$ cat src/rtl/imm_narrow_sequencer_if.sv
// Handshake bundle for the immediate narrowing sequencer: constant in, 3-bit chunks out.
// slave is the sequencer's view; master is the producer/consumer environment's view.
interface imm_narrow_sequencer_if;
    logic       in_valid;
    logic       in_ready;
    logic [9:0] in_value;
    logic       out_valid;
    logic       out_ready;
    logic [2:0] out_imm;
    logic       out_first;
    logic       out_last;
    logic [2:0] out_len;

    modport slave (
        input  in_valid, in_value, out_ready,
        output in_ready, out_valid, out_imm, out_first, out_last, out_len
    );

    modport master (
        output in_valid, in_value, out_ready,
        input  in_ready, out_valid, out_imm, out_first, out_last, out_len
    );
endinterface

$ cat src/rtl/imm_narrow_sequencer.sv
// Splits a 10-bit signed constant into MSB-first 3-bit immediate chunks (chunk 0 sign-carrying).
// IMM_NARROW_MINLEN_EN selects the minimal chunk count; otherwise every constant emits 4 chunks.
module imm_narrow_sequencer #(
    parameter int DATA_W     = 10,
    parameter int IMM_W      = 3,
    parameter int MAX_CHUNKS = 4
) (
    input  logic                  clk,
    input  logic                  rst,
    imm_narrow_sequencer_if.slave bus
);
    localparam int V_W = IMM_W * MAX_CHUNKS;

    typedef enum logic {IDLE, EMIT} state_t;

    state_t         state_q, state_d;
    logic [V_W-1:0] v_q, v_d;
    logic [1:0]     idx_q, idx_d;
    logic [2:0]     n_q, n_d;
    logic [2:0]     n_calc;
    logic [1:0]     sel;
    logic           last;

    // A value needs k chunks when all bits above its low 3k-1 bits equal the sign.
`ifdef IMM_NARROW_MINLEN_EN
    always_comb begin
        if ((&bus.in_value[DATA_W-1:2]) || !(|bus.in_value[DATA_W-1:2]))
            n_calc = 3'd1;
        else if ((&bus.in_value[DATA_W-1:5]) || !(|bus.in_value[DATA_W-1:5]))
            n_calc = 3'd2;
        else if ((&bus.in_value[DATA_W-1:8]) || !(|bus.in_value[DATA_W-1:8]))
            n_calc = 3'd3;
        else
            n_calc = 3'd4;
    end
`else
    assign n_calc = 3'd4;
`endif

    assign sel  = 2'(n_q - 3'd1 - {1'b0, idx_q});
    assign last = ({1'b0, idx_q} == 3'(n_q - 3'd1));

    always_comb begin
        state_d = state_q;
        v_d     = v_q;
        idx_d   = idx_q;
        n_d     = n_q;
        case (state_q)
            IDLE: if (bus.in_valid) begin
                v_d     = {{(V_W-DATA_W){bus.in_value[DATA_W-1]}}, bus.in_value};
                n_d     = n_calc;
                idx_d   = 2'd0;
                state_d = EMIT;
            end
            EMIT: if (bus.out_ready) begin
                if (last) state_d = IDLE;
                else      idx_d   = idx_q + 2'd1;
            end
            default: state_d = IDLE;
        endcase
    end

    always_ff @(posedge clk) begin
        if (rst) begin
            state_q <= IDLE;
            v_q     <= '0;
            idx_q   <= '0;
            n_q     <= '0;
        end else begin
            state_q <= state_d;
            v_q     <= v_d;
            idx_q   <= idx_d;
            n_q     <= n_d;
        end
    end

    // Outputs decode registered state only; forced to zero outside EMIT.
    always_comb begin
        bus.in_ready  = (state_q == IDLE);
        bus.out_valid = (state_q == EMIT);
        bus.out_imm   = '0;
        bus.out_first = 1'b0;
        bus.out_last  = 1'b0;
        bus.out_len   = '0;
        if (state_q == EMIT) begin
            bus.out_imm   = v_q[sel*IMM_W +: IMM_W];
            bus.out_first = (idx_q == 2'd0);
            bus.out_last  = last;
            bus.out_len   = n_q;
        end
    end
endmodule

$ cat src/flat_wrapper.sv
// flat-port wrapper written by rule: the top's interface ports become plain ports
module imm_narrow_sequencer_flat 
#(
    parameter int DATA_W     = 10,
    parameter int IMM_W      = 3,
    parameter int MAX_CHUNKS = 4
)
  (clk, rst, bus_in_valid, bus_in_value, bus_out_ready, bus_in_ready, bus_out_valid, bus_out_imm, bus_out_first, bus_out_last, bus_out_len);
  imm_narrow_sequencer_if bus_i ();
  input  logic clk;
  input  logic rst;
  input wire logic [$bits(bus_i.in_valid)-1:0] bus_in_valid;
  input wire logic [$bits(bus_i.in_value)-1:0] bus_in_value;
  input wire logic [$bits(bus_i.out_ready)-1:0] bus_out_ready;
  output wire logic [$bits(bus_i.in_ready)-1:0] bus_in_ready;
  output wire logic [$bits(bus_i.out_valid)-1:0] bus_out_valid;
  output wire logic [$bits(bus_i.out_imm)-1:0] bus_out_imm;
  output wire logic [$bits(bus_i.out_first)-1:0] bus_out_first;
  output wire logic [$bits(bus_i.out_last)-1:0] bus_out_last;
  output wire logic [$bits(bus_i.out_len)-1:0] bus_out_len;
  assign bus_i.in_valid = bus_in_valid;
  assign bus_i.in_value = bus_in_value;
  assign bus_i.out_ready = bus_out_ready;
  assign bus_in_ready = bus_i.in_ready;
  assign bus_out_valid = bus_i.out_valid;
  assign bus_out_imm = bus_i.out_imm;
  assign bus_out_first = bus_i.out_first;
  assign bus_out_last = bus_i.out_last;
  assign bus_out_len = bus_i.out_len;
  imm_narrow_sequencer #(.DATA_W(DATA_W), .IMM_W(IMM_W), .MAX_CHUNKS(MAX_CHUNKS)) u_core (.clk(clk), .rst(rst), .bus(bus_i));
endmodule
$ cat config.mk
export PLATFORM = sky130hd
export DESIGN_NAME = imm_narrow_sequencer_flat
export DESIGN_NICKNAME = d
export VERILOG_FILES = /design/src/rtl/imm_narrow_sequencer_if.sv /design/src/rtl/imm_narrow_sequencer.sv /design/src/flat_wrapper.sv
export SDC_FILE = /design/constraint.sdc
export NUM_CORES = 1
export LEC_CHECK = 0
export CAP_MARGIN = 10
export CORE_MARGIN = 1.5
export CORE_UTILIZATION = 42
export CTS_CLUSTER_SIZE = 12
export DETAILED_ROUTE_END_ITERATION = 6
export PLACE_DENSITY = 0.75
export REMOVE_ABC_BUFFERS = 1
export SLEW_MARGIN = 0
export SYNTH_ARGS = -nofsm -noshare
export SYNTH_HDL_FRONTEND = slang
export SYNTH_SLANG_ARGS = --single-unit
$ cat constraint.sdc
create_clock -name clk -period 1.4 [get_ports clk]
set_input_delay 0.14 -clock clk [delete_from_list [all_inputs] [get_ports clk]]
set_output_delay 0.14 -clock clk [all_outputs]
set_load 0.05 [all_outputs]
==> results of run 1 <==
-- state kept, by name, summed over array words and instances, names as in the netlist --
signal / cells
u_core.v_q: 10
u_core.n_q: 1
u_core.bus.out_valid: 1
u_core.idx_q: 2
-- stage by stage --
step | utilization [%] | cells | hold WS (ns) | total power, W | worst slack, ns
2_1_floorplan | - | 82 | 0.209 | 0.000549 | -0.953
3_3_place_gp | 64.7 | 124 | 0.446 | 0.000662 | 0.0539
3_5_place_dp | 64.7 | 124 | 0.447 | 0.000666 | 0.00258
4_1_cts | 71.5 | 132 | 0.392 | 0.000970 | -0.141
5_1_grt | 73.5 | 132 | 0.407 | 0.00101 | -0.210
6_report | 73.5 | 132 | 0.393 | 0.000970 | -0.149
-- power breakdown --
group	internal [W]	leakage, nW	total (W)	switching, W
Sequential	0.000420	0.116	0.000437	0.0000177
Clock	0.000158	0.0210	0.000296	0.000137
Combinational	0.000112	0.318	0.000237	0.000125
Total	0.000690	0.456	0.000970	0.000280
-- routing by layer --
metal,routed length (um),vias to the layer above,GRT usage (%)
met1,745,317,25.6
li1,-,354,-
met3,52,2,2.92
met2,838,15,30.7
met5,0,-,0
met4,4,0,5.45
-- cells in the mapped netlist --
cell,n,area [um2]
o22ai_1,1,6.26
or3_1,1,6.26
and2_1,4,25.0
nand2_1,21,78.8
o211ai_1,2,15.0
and2b_1,1,7.51
nand2b_1,1,6.26
and3_1,1,6.26
nand2_2,1,6.26
nand4_1,1,6.26
nor2b_1,1,6.26
o21ai_0,3,15.0
a22oi_1,3,22.5
buf_2,2,10.0
a32oi_1,3,26.3
a21oi_1,12,60.1
nor2_1,4,15.0
buf_4,3,22.5
inv_1,3,11.3
clkbuf_1,1,3.75
buf_6,1,11.3
conb_1,1,3.75
or2_1,1,6.26
dfxtp_1,14,280
ha_1,2,25.0
-- layout by cell type (no fill, tap or decap), types with 7 or more instances in the layout --
master	synthesis	final
buf_4	3	9
buf_12	0	7
nand2_1	21	20
dfxtp_1	14	11
clkdlybuf4s50_1	0	13
a21oi_1	12	11
-- layout make-up --
class                      instances  share of cell area [%]
multi-input combinational         65                    36.5
sequential                        14                    25.9
tap                               16                    1.81
timing repair buffer              30                    31.5
clock buffer                       4                    3.28
inverter                           3                    1.02
-- timing repair --
action	CTS	global route
pin swaps	3	4
resized for setup	15	7
buffers inserted	4	0
endpoints found under the setup margin	5	7
-- critical path, delay by kind of cell, from the launching register on --
family / cells / cell delay, ns
AO/OA/AOI/OAI: 2 / 0.33
buffers and inverters: 1 / 0.15
flip-flops: 1 / 0.37
AND/OR/NAND/NOR: 1 / 0.26
-- cells by family after synthesis --
| family | Yosys count | synth area share, % |
|---|---|---|
| and+or+nand+nor | 37 | 24.9 |
| DFF | 14 | 41.0 |
| adders and majority gates | 2 | 3.66 |
| other | 1 | 0.549 |
| AOI/OAI and AO/OA | 24 | 21.2 |
| buffers and inverters | 10 | 8.61 |
-- final timing paths --
check	from	end	slack (ns)	cells past startpoint
worst max-delay path	u_core.idx_q[1]$_SDFFE_PP0P_	bus_out_imm[1]	-0.15	4
worst min-delay path	bus_in_value[9]	u_core.v_q[9]$_SDFFE_PP0P_	0.39	3
worst max register to register	u_core.idx_q[0]$_SDFFE_PP0P_	u_core.idx_q[0]$_SDFFE_PP0P_	0.04	5
worst min register to register	u_core.v_q[7]$_SDFFE_PP0P_	u_core.v_q[7]$_SDFFE_PP0P_	0.47	2
==> run summary, run 1 <==
GLOBAL ROUTING
----------------------------------------------------------------------------------
Final global-route overflow total ...................................            0
GRT Resource Usage Total ............................................        18.7%
First-pass GRT wire length ..........................................      2640 um
Largest net degree at the start of global routing ...................           15
Antenna violations before repair ....................................            0
Via count of the first global-routing pass ..........................          613

FINISH
----------------------------------------------------------------------------------
Number of nets at the end of the flow ...............................          133
Final standard cell area without fillers ............................  0.00111 mm2
Share of final-layout standard cells stronger than drive strength 1 .        32.8%
Sequential cell area ................................................      287 um2
Multi-input gate area ...............................................      404 um2
FILL cells ..........................................................          122
Total inserted antenna cells ........................................            0
Area added between synthesis and finish .............................        62.1%

FLOORPLAN
----------------------------------------------------------------------------------
Initial standard-cell utilization of the core .......................        45.3%
Area of the die .....................................................  0.00188 mm2
Core outline area ...................................................  0.00151 mm2
I/O pins ............................................................           24
Horizontal extent of the die ........................................      43.3 um
Standard-cell rows ..................................................           14
Die height ..........................................................      43.3 um

STA
----------------------------------------------------------------------------------
Post-route fraction of the period consumed by the critical path .....         111%
Setup-violating endpoint count in the final report ..................            4
Min Clock Period, post-route ........................................      1.55 ns
Clock Skews .........................................................   0.00322 ns
Post-layout worst setup margin ......................................    -0.149 ns
RSZ-0062 raised after global routing ................................         true
Final slew viol count ...............................................            0
Achievable clock frequency ..........................................    0.646 GHz
Final Hold Violating Endpoints ......................................            0
Sum Neg Setup Slack .................................................    -0.445 ns

ROUTE
----------------------------------------------------------------------------------
Count of vias placed by the detailed router .........................          688
Drt first pass iters ................................................            4
Post-detailed-route count of antenna-violating nets .................            0
DRC violations left .................................................            0
Drt wl/cell .........................................................      12.4 um
Via density per instance ............................................         5.21
Initial detailed-routing violation count ............................            8
Total wire length ...................................................      1640 um

RUN
----------------------------------------------------------------------------------
MaxCap Viol Count ...................................................            0

SYNTH
----------------------------------------------------------------------------------
Number of instances in the synthesized netlist ......................           88
Synth Area per Inst .................................................     7.76 um2
Post-synthesis cell area ............................................      683 um2
Total number of yosys warnings ......................................            0
Sequential-to-total area share from yosys stat ......................        41.0%
Synthesis-stage register bit count ..................................           14
Count of distinct cell types in the synthesized netlist .............           25

CTS
----------------------------------------------------------------------------------
Number of clock sinks seen by CTS ...................................           14
Clock tree buffer depth .............................................            2
CTS tree ............................................................         done
Clock slew at reported path FFs .....................................      0.09 ns
Clock latency reported for the late side of the worst-skew pair .....      0.28 ns
H-tree levels .......................................................            1
Inserted Clock Buffers ..............................................            3
Clock tree root buffer cell .........................................     clkbuf_4
Total of hold buffers inserted after clock tree synthesis ...........            0

PWR
----------------------------------------------------------------------------------
Leakage power of the design .........................................     0.456 nW
Power density relative to cell area .................................   876 mW/mm2
Largest vdd supply drop .............................................     0.594 mV

PLACED DESIGN
----------------------------------------------------------------------------------
Routability Congestion ..............................................        0.737
HPWL Detailed .......................................................      1120 um
Port bufs ...........................................................           21
Placement-stage cell area ...........................................      975 um2

MIN PATH
----------------------------------------------------------------------------------
Worst min-delay path category .......................................    in -> reg

SETUP PATH
----------------------------------------------------------------------------------
CP max stage delay ..................................................      0.37 ns
Type of the worst setup path ........................................   reg -> out
Crit-path slowest cell ..............................................      dfxtp_4
Required time of the worst setup path ...............................      1.26 ns
Crit start category .................................................     register
Largest fanout on the critical path .................................            6
Endpoint type of the worst setup path ...............................  output port
Cell-by-cell listing of the critical path ........................... or2_4 > a32oi_2 > o21ai_2 > buf_12
Crit path DAT .......................................................      1.41 ns

RUN STATUS
----------------------------------------------------------------------------------
Status .............................................................. finished, violations left
Failing checks ...................................................... negative setup slack

Power figures use the tool's default switching activity.
==> run 2, diff against run 1 <==
--- a/config.mk
+++ b/config.mk
@@ -10,7 +10,7 @@
 export CORE_UTILIZATION = 42
 export CTS_CLUSTER_SIZE = 12
 export DETAILED_ROUTE_END_ITERATION = 6
-export PLACE_DENSITY = 0.75
+export PLACE_DENSITY = 0.74
 export REMOVE_ABC_BUFFERS = 1
 export SLEW_MARGIN = 0
 export SYNTH_ARGS = -nofsm -noshare
==> constraint.sdc (replaced) <==
create_clock -name clk -period 1.7 [get_ports clk]
set_input_delay 0.17 -clock clk [delete_from_list [all_inputs] [get_ports clk]]
set_output_delay 0.17 -clock clk [all_outputs]
set_load 0.05 [all_outputs]
==> run summary, run 2 (synthesized netlist as in run 1, its figures left out) <==
ROUTE
----------------------------------------------------------------------------------
Post-detailed-route count of antenna-violating nets .................            0   unchanged
Drt wl/cell .........................................................      13.0 um   +4.4%
Total wire length ...................................................      1620 um   -1.2%
Initial detailed-routing violation count ............................           18   +10
Drt first pass iters ................................................            4   unchanged
Via density per instance ............................................         5.26   +0.84%
Count of vias placed by the detailed router .........................          657   -4.5%
DRC violations left .................................................            0   unchanged

FINISH
----------------------------------------------------------------------------------
Number of nets at the end of the flow ...............................          126   -5.3%
Share of final-layout standard cells stronger than drive strength 1 .        16.5%   -16 points
Commonest non-fill, non-tap cell in the layout ......................      nand2_1
Registers with the most flip-flops .................................. u_core.v_q (10), u_core.idx_q (2)
FILL cells ..........................................................          126   +3.3%
Total inserted antenna cells ........................................            0   unchanged
Register with the highest flop count ................................   u_core.v_q
Commonest cells after routing, fill and taps aside .................. nand2_1, clkdlybuf4s50_1, a21oi_1, dfxtp_1
Area added between synthesis and finish .............................        41.9%
Number of flip-flops under the largest register name ................           10   unchanged
Final standard cell area without fillers ............................      970 um2   -12%

PWR
----------------------------------------------------------------------------------
Largest vdd supply drop .............................................     0.576 mV   -3.0%
Leakage power of the design .........................................     0.381 nW   -16%
Clock power frac ....................................................        31.3%   +0.8 points
Flop pwr share ......................................................        47.0%   +1.9 points
Cell Int Power ......................................................   0.000549 W   -20%
Power density relative to cell area .................................   790 mW/mm2   -9.8%
Switching power total ...............................................   0.000217 W   -22%
Share of total power in combinational logic .........................        21.7%   -2.7 points
Total power after layout ............................................   0.000766 W   -21%
Share of total power consumed by net switching ......................        28.4%   -0.49 points

FLOORPLAN
----------------------------------------------------------------------------------
Die height ..........................................................      43.3 um   unchanged
Core outline area ...................................................  0.00151 mm2   unchanged
Horizontal extent of the die ........................................      43.3 um   unchanged
Initial standard-cell utilization of the core .......................        45.3%   unchanged
I/O pins ............................................................           24   unchanged
Area of the die .....................................................  0.00188 mm2   unchanged
Standard-cell rows ..................................................           14   unchanged

GLOBAL ROUTING
----------------------------------------------------------------------------------
Final global-route overflow total ...................................            0   unchanged
First-pass GRT wire length ..........................................      2470 um   -6.5%
Largest net degree at the start of global routing ...................           15   unchanged
GRT Resource Usage Total ............................................        18.0%   -0.69 points
Antenna violations before repair ....................................            0   unchanged
Via count of the first global-routing pass ..........................          575   -6.2%

PLACED DESIGN
----------------------------------------------------------------------------------
Routability Congestion ..............................................        0.816   +11%
Placement-stage cell area ...........................................      927 um2   -4.9%
HPWL Detailed .......................................................      1190 um   +6.3%
Port bufs ...........................................................           21   unchanged

CTS
----------------------------------------------------------------------------------
CTS tree ............................................................         done
Number of clock sinks seen by CTS ...................................           14   unchanged
Clock tree buffer depth .............................................            2   unchanged
Inserted Clock Buffers ..............................................            3   unchanged
Clock slew at reported path FFs .....................................      0.09 ns   about the same
H-tree levels .......................................................            1   unchanged
Total of hold buffers inserted after clock tree synthesis ...........            0   unchanged
Clock latency reported for the late side of the worst-skew pair .....      0.28 ns   about the same
Clock tree root buffer cell .........................................     clkbuf_4

STA
----------------------------------------------------------------------------------
Setup-violating endpoint count in the final report ..................            0   -4
Min Clock Period, post-route ........................................      1.63 ns
Final slew viol count ...............................................            0   unchanged
Post-route fraction of the period consumed by the critical path .....        95.6%
Final Hold Violating Endpoints ......................................            0   unchanged
Max-slew headroom at the worst pin ..................................        65.1%
Clock Skews .........................................................   0.00358 ns   +0.000360 ns
Pin slew with the least headroom to its limit .......................     0.522 ns
RSZ-0062 raised after global routing ................................        false
Achievable clock frequency ..........................................    0.615 GHz

MIN PATH
----------------------------------------------------------------------------------
Worst Hold Path EP .................................................. u_core.v_q[9]$_SDFFE_PP0P_
Cell depth of the worst min-delay path ..............................            3   unchanged
Hold_sp ............................................................. bus_in_value[9]
Worst min-delay path category .......................................    in -> reg

SETUP PATH
----------------------------------------------------------------------------------
Type of the worst setup path ........................................   reg -> out
Launching element of the worst setup path ........................... u_core.idx_q[1]$_SDFFE_PP0P_
Largest fanout on the critical path .................................            8   +2
Crit path DAT .......................................................      1.46 ns   +0.05 ns
Register-to-Register Setup Slack ....................................      0.36 ns   +0.32 ns
FF-to-FF End ........................................................ u_core.idx_q[1]$_SDFFE_PP0P_
Reg2reg start ....................................................... u_core.bus.out_valid$_SDFF_PP0_
Required time of the worst setup path ...............................      1.53 ns   +0.27 ns
R2R depth ...........................................................            4   -1
Crit start category .................................................     register
Endpoint type of the worst setup path ...............................  output port

RUN
----------------------------------------------------------------------------------
MaxCap Viol Count ...................................................            0   unchanged

RUN STATUS
----------------------------------------------------------------------------------
Status ..............................................................    completed

==> run 2: layer usage <==
layer,GRT usage (%),share of wire (%),vias up
met5,0,0,-
met4,11.5,2.6,0
met3,4.17,4.3,4
met2,27.8,48,18
met1,22.6,45,299
li1,-,-,336
==> run 2: final cells by class <==
class / count / area [um2] / area share [%]
clock buffer: 4 / 36.3 / 3.74
timing repair buffer: 23 / 268 / 27.6
multi-input combinational: 65 / 352 / 36.3
sequential: 14 / 283 / 29.2
tap: 16 / 20.0 / 2.06
inverter: 3 / 11.3 / 1.16
==> run 2: through the flow <==
step	hold slack [ns]	instances	setup WS [ns]	util, %	setup TNS (ns)
floorplan	0.239	82	-0.683	-	-2.46
global placement	0.453	121	0.323	61.5	0
detailed placement	0.459	121	0.273	61.5	0
CTS	0.431	125	0.0493	64.0	0
global route	0.436	125	0.00911	64.4	0
finish	0.436	125	0.0747	64.4	0
==> run 2: timing repair <==
action,CTS,global route
setup buffers,0,0
resized for setup,4,2
pin swaps,0,1
setup endpoints to repair,3,4
endpoints found under the hold margin,0,0
==> run 2: power groups by stage <==
stage	Combinational, W	Sequential, W	Clock (W)
after floorplan	0.0000808	0.000371	0
after global placement	0.000162	0.000367	0
after detailed placement	0.000166	0.000367	0
after CTS	0.000166	0.000360	0.000246
after global routing	0.000179	0.000362	0.000260
final	0.000166	0.000360	0.000240
==> run 2: worst max-delay path by stage <==
stage / to / slack [ns] / depth (start not counted)
finish: bus_out_imm[1] / 0.07 / 4
global route: bus_out_imm[0] / 0.009 / 4
CTS: bus_out_imm[0] / 0.05 / 4
floorplan: bus_out_imm[0] / -0.68 / 3
global placement: bus_out_imm[1] / 0.32 / 4
detailed placement: bus_out_imm[1] / 0.27 / 4
==> run 2: worst max-delay path: stages (launching register included) <==
cell	delay, ns
dfxtp_2	0.37
or2_1	0.29
a32oi_1	0.26
o21ai_2	0.11
buf_12	0.16
